[config.mk]
export PLATFORM = sky130hd
export DESIGN_NAME = serial_word_comp
export DESIGN_NICKNAME = d
export VERILOG_FILES = /design/src/rtl/serial_word_comp.sv
export SDC_FILE = /design/constraint.sdc
export NUM_CORES = 1
export LEC_CHECK = 0
export ABC_AREA = 1
export CAP_MARGIN = 5
export CORE_ASPECT_RATIO = 0.7
export CORE_MARGIN = 2
export CORE_UTILIZATION = 25
export DETAILED_ROUTE_END_ITERATION = 6
export PLACE_DENSITY = 0.51
export SLEW_MARGIN = 10
export SYNTH_ARGS = -nofsm -noshare
export SYNTH_HDL_FRONTEND = slang
export SYNTH_SLANG_ARGS = --single-unit
export TNS_END_PERCENT = 100
[constraint.sdc]
create_clock -name clk -period 1.3 [get_ports clk]
set_clock_uncertainty 0.2 [all_clocks]
set_input_delay 0.13 -clock clk [delete_from_list [all_inputs] [get_ports clk]]
set_output_delay 0.13 -clock clk [all_outputs]
set_load 0.01 [all_outputs]
[src/rtl/serial_word_comp.sv]
// Bit-serial WIDTH-bit magnitude comparator, MSB- or LSB-first, unsigned or two's complement.
// Result valid with a one-cycle done pulse one cycle after the last accepted bit; no backpressure, gaps via bit_valid.
module serial_word_comp #(
   parameter int WIDTH = 8
) (
   input  logic clk,
   input  logic rst,
   input  logic start,
   input  logic msb_first,
   input  logic is_signed,
   input  logic bit_valid,
   input  logic serial_a,
   input  logic serial_b,
   output logic busy,
   output logic done,
   output logic g,
   output logic e,
   output logic s
);

   localparam int CW = $clog2(WIDTH) + 1;

   typedef enum logic {
      IDLE  = 1'b0,
      SHIFT = 1'b1
   } state_t;

   state_t        state, state_n;
   logic [CW-1:0] cnt, cnt_n;
   logic          msb_q, msb_n;
   logic          sgn_q, sgn_n;
   logic          g_n, e_n, s_n;
   logic          busy_n, done_n;

   logic          accept;
   logic          last_bit;
   logic          sign_pos;
   logic          differ;
   logic          a_gt_b;

   assign accept   = (state == SHIFT) && bit_valid && !start;
   assign last_bit = (cnt == CW'(WIDTH - 1));
   // The sign bit is the first bit seen in MSB-first order and the last in LSB-first order.
   assign sign_pos = msb_q ? (cnt == '0) : last_bit;
   assign differ   = serial_a ^ serial_b;
   assign a_gt_b   = (serial_a & ~serial_b) ^ (sgn_q & sign_pos);

   always_ff @(posedge clk) begin
      if (!rst) begin
         state <= IDLE;
         cnt   <= '0;
         msb_q <= 1'b0;
         sgn_q <= 1'b0;
         g     <= 1'b0;
         e     <= 1'b1;
         s     <= 1'b0;
         busy  <= 1'b0;
         done  <= 1'b0;
      end else begin
         state <= state_n;
         cnt   <= cnt_n;
         msb_q <= msb_n;
         sgn_q <= sgn_n;
         g     <= g_n;
         e     <= e_n;
         s     <= s_n;
         busy  <= busy_n;
         done  <= done_n;
      end
   end

   always_comb begin
      state_n = state;
      if (start) begin
         state_n = SHIFT;
      end else if (accept && last_bit) begin
         state_n = IDLE;
      end
   end

   always_comb begin
      cnt_n  = cnt;
      msb_n  = msb_q;
      sgn_n  = sgn_q;
      g_n    = g;
      e_n    = e;
      s_n    = s;
      busy_n = busy;
      done_n = 1'b0;
      if (start) begin
         cnt_n  = '0;
         msb_n  = msb_first;
         sgn_n  = is_signed;
         g_n    = 1'b0;
         e_n    = 1'b1;
         s_n    = 1'b0;
         busy_n = 1'b1;
      end else if (accept) begin
         cnt_n = cnt + CW'(1);
         // MSB-first locks on the first difference (e still set); LSB-first lets later differences overwrite.
         if (differ && (!msb_q || e)) begin
            g_n = a_gt_b;
            e_n = 1'b0;
            s_n = ~a_gt_b;
         end
         if (last_bit) begin
            done_n = 1'b1;
            busy_n = 1'b0;
         end
      end
   end

endmodule

# Yosys cells after proc, flatten, opt, wreduce, memory -nomap -nowiden
# Cells that the tools add are included.
# op_classes
n_mux,7
n_addsub,1
eq_ne,1
n_reduce_logical,15
bitwise_logic,8
# op_table
op,count
$mux 1,7
$reduce_bool 2->1,3
$add 4x1->4 const B,1
$eq 4x3->1 const B,1
$logic_and 1x1->1,4
$logic_not 4->1,1
$not 1->1,4
$reduce_and 2->1,2
$reduce_or 3->1,1
$and 1x1->1,2
$logic_not 1->1,2
$reduce_or 2->1,1
$xor 1x1->1,2
$logic_or 1x1->1,1
# totals
input_bits,8
out_inout_bits,5
regBits,12
wordCells,41

# Longest topological paths before layout
# logic_depth
depth_word,5
ltp_mapped,9
depth_no_buf,9

# Worst setup path before layout
# OpenSTA, ideal clock, no wires.
# synth_path
path_type,reg-to-reg
startpoint,register cnt[0]
endpoint,register g
required_time_ps,991
stages_incl_launch_ff,9
path_slack_ps,75
arrival_ps,917
path_buffers,0
synth_period_minus_slack_ps,1225
setup_time_ps,109
path_cell_list,dfxtp_1 inv_1 ha_1 nand2_1 nand2_1 nand4_1 nand3_2 nand2_1 inv_1
# synth_via
elab_chain_cells,4
elab_cells_between_ends,5
classes_between,eq/ne (1); mux (1); bitwise (2); reduce/logical (1)
# synth_rtl
item,line,rtl
"start, declared",29,"logic [CW-1:0] cnt, cnt_n;"
"start signal, assigned",61,cnt <= cnt_n;
$eq 4x3->1 or $logic_not 4->1 (tied branches),"42, 44",
$mux 1 (*),44,assign sign_pos = msb_q ? (cnt == '0) : last_bit;
$and 1x1->1 (*),46,assign a_gt_b = (serial_a & ~serial_b) ^ (sgn_q & sign_pos);
$xor 1x1->1 (*),46,
"end signal, assigned",64,g <= g_n;
"end, declared",16,"output logic g,"
# Mark *: on every way between the ends. The rest lies on a longest branch, timed or not.
# A chain may end at the register's enable or synchronous reset.

# Final worst setup path
# layout_path
startpoint,input serial_a
endpoint,register g
# layout_via
elab_chain_cells,3
elab_cells_between_ends,5
classes_between,bitwise (3); reduce/logical (2)
# layout_rtl
item,line,rtl
"start, declared",12,"input logic serial_a,"
$xor 1x1->1,45,assign differ = serial_a ^ serial_b;
$logic_and 1x1->1,101,if (differ && (!msb_q || e)) begin
$reduce_and 2->1 (no source line),-,
# Several ways; a longest one is shown, not always the timed one.

==> flow_metrics.env <==
export IMPL_start_util_pct=25.83
export IMPL_register_bit_total_from_synthesis=12
export IMPL_totalWireLength_um=1198
export IMPL_cts_made_buffers=3
export IMPL_first_global_vias=465
export IMPL_post_synth_num_cell_types=15
export IMPL_max_rail_drop_vdd_mv=0.4699
export IMPL_antenna_found_initial=0
export IMPL_drive_gt1_share_pct=34.74
export IMPL_drt_pass1_iter_count=4
export IMPL_report_power_total_w=0.0007881
export IMPL_max_slew_margin_pct=81.04
export IMPL_finalCoreUtilization_pct=40.77
export IMPL_critical_path_class="in -> reg"
export IMPL_layout_cells_most_common_list="sky130_fd_sc_hd__inv_1 (10), sky130_fd_sc_hd__nor2_1 (8), sky130_fd_sc_hd__o21ai_0 (8), sky130_fd_sc_hd__dfxtp_1 (8), sky130_fd_sc_hd__buf_4 (8)"
export IMPL_synthesis_area_sq_um=543.0
export IMPL_synth_warning_count=0
export IMPL_clock_latency_ps=270
export IMPL_die_area_sq_um=2567
export IMPL_layout_filler_cells=214
export IMPL_timing_final_max_slew_violations=0
export IMPL_maxCapViolations=0
export IMPL_place_detailed_hpwl_um=839.3
export IMPL_htreeDepth=1
export IMPL_tritoncts_clock_tree="done"
export IMPL_chipHeight_um=43.00
export IMPL_fmaxAchievable_mhz=755.0
export IMPL_drt_iter0_drc=10
export IMPL_cts_sinks=12
export IMPL_hold_viol=0
export IMPL_final_min_period_over_clock_period_pct=101.9
export IMPL_crit_buf_inv=3
export IMPL_syn_to_final_growth_pct=57.83
export IMPL_syn_mean_instance_area_sq_um=7.648
export IMPL_clock_path_buffers=2
export IMPL_postLayoutSetupSlackWorst_ps=-24.49
export IMPL_hp_class="in -> reg"
export IMPL_vias=519
export IMPL_outcome="complete, but fails checks"
export IMPL_grt_start_max_net_pins=8
export IMPL_seq_area_frac_synth_pct=44.24
export IMPL_drc=0
export IMPL_dieWidth_um=59.71
export IMPL_nNetsFinal=107
export IMPL_power_per_cell_area_nw_per_um2=919.6
export IMPL_worst_path_largest_cell_delay_ps=410
export IMPL_worst_pin_slew_ps=283.9
export IMPL_critPathLaunchType="input pin"
export IMPL_routedWlPerCell_um=10.07
export IMPL_grt_overflow=0
export IMPL_leakage_nw=0.3667
export IMPL_crit_fanout=3
export IMPL_crit_path_cell_trace="clkdlybuf4s50_1 > ha_1 > inv_2 > o21ai_4 > nor2_4 > nand3_2 > nand2_1 > inv_1"
export IMPL_finalWeightedCongestion=0.7248
export IMPL_grt_first_pass_wirelength_um=1938
export IMPL_rsz0062_at_grt="true"
export IMPL_io_buffers=12
export IMPL_hold_buffers=0
export IMPL_worst_setup_hold_path_clk_slew_ps=70
export IMPL_core_rowCount=14
export IMPL_route_antenna_remaining_nets=0
export IMPL_critical_path_slowest_cell="sky130_fd_sc_hd__clkdlybuf4s50_1"
export IMPL_post_dp_cell_area_sq_um=745.7
export IMPL_fp_coreArea_sq_um=2102
export IMPL_layout_min_cycle_time_ps=1324
export IMPL_setup_tns_final_ps=-24.49
export IMPL_worst_setup_path_end_kind="flip-flop"
export IMPL_failed_checks="negative setup slack"
export IMPL_grt_total_usage_pct=10.66
export IMPL_vias_per_cell=4.361
export IMPL_layout_cells_most_common="sky130_fd_sc_hd__inv_1"
export IMPL_final_hold_slack_ps=100.8
export IMPL_critical_path_top_delay_family="buffers and inverters"
export IMPL_critical_path_arrival_ps=1300
export IMPL_num_antenna_cells=0
export IMPL_report_final_setup_viol=1
export IMPL_worst_endpoint_required_ps=1280
export IMPL_boundaryPins=13
export IMPL_synth_net_count=82
export IMPL_ctsRootBufferMaster="sky130_fd_sc_hd__clkbuf_4"
export IMPL_synthesis_instances=71
export IMPL_design_area_sq_um=857.1
## final timing paths
kind,from,to,slack (ps),depth (start not counted)
min,start,msb_q,100,3
min reg2reg,sgn_q,sgn_q,280,2
max,serial_a,g,-20,8
max reg2reg,cnt[1],g,10,9
## per-layer routing
metal	vias to the layer above	global-route usage (%)	part of all wire, %
met3	2	6.402	4.8
met5	-	0	0
met4	0	4.000	1.1
met2	10	14.57	45
met1	232	13.52	49
li1	275	-	-
## sequential cells by signal, summed over array words and instances, names as in the netlist
register and flops:
cnt 4, done 1, state 1, g 1
s 1, e 1, msb_q 1, busy 1
sgn_q 1
## logic make-up (layout without fill, tap and decap cells)
kind of cell,Yosys count,in the layout,synth area share [%]
buffers and inverters,14,38,9.677
and+or+nand+nor,26,26,24.42
AOI/OAI and AO/OA,16,16,14.75
DFF,12,12,44.24
adders and majority gates,3,3,6.913
## power by group
part           total (W)  switching, W  leakage, nW  internal, W
registers       0.000384    0.00000812       0.0993     0.000376
clock network   0.000294      0.000124       0.0210     0.000170
logic           0.000110     0.0000550        0.246    0.0000546
## area by class of cell
class | count | area, sq um | area share [%]
clock buffers | 4 | 36.28 | 4.234
inverters | 14 | 57.56 | 6.715
multi-input cells | 45 | 307.8 | 35.91
flip-flops and latches | 12 | 250.2 | 29.20
well taps | 24 | 30.03 | 3.504
repair buffers | 20 | 175.2 | 20.44
## synth_stat cells (all sizes together)
cell | n | share of area, %
inv | 14 | 9.7
nand2 | 10 | 7.4
dfxtp | 12 | 44
nand3 | 2 | 2.8
ha | 3 | 6.9
o21ai | 9 | 8.3
nand4 | 3 | 3.5
nor2 | 11 | 11
a21oi | 7 | 6.5
## tightest hold or removal path, delay by kind of cell
family                 cells  cell delay (ps)
buffers and inverters      2              330
AO/OA/AOI/OAI              1               70
## what timing repair did
action                     4_1_cts  5_1_grt
pin swaps                        7        8
resized for setup               17       13
buffers inserted                 1        0
setup endpoints to repair        8        5
## through the flow
stage	instances	setup slack [ps]
global route	119	-100.1
global placement	114	-340.0
finish	119	-24.49
detailed placement	114	-367.8
floorplan	71	74.55
CTS	119	0.9144
(Power assumes the default switching activity.)
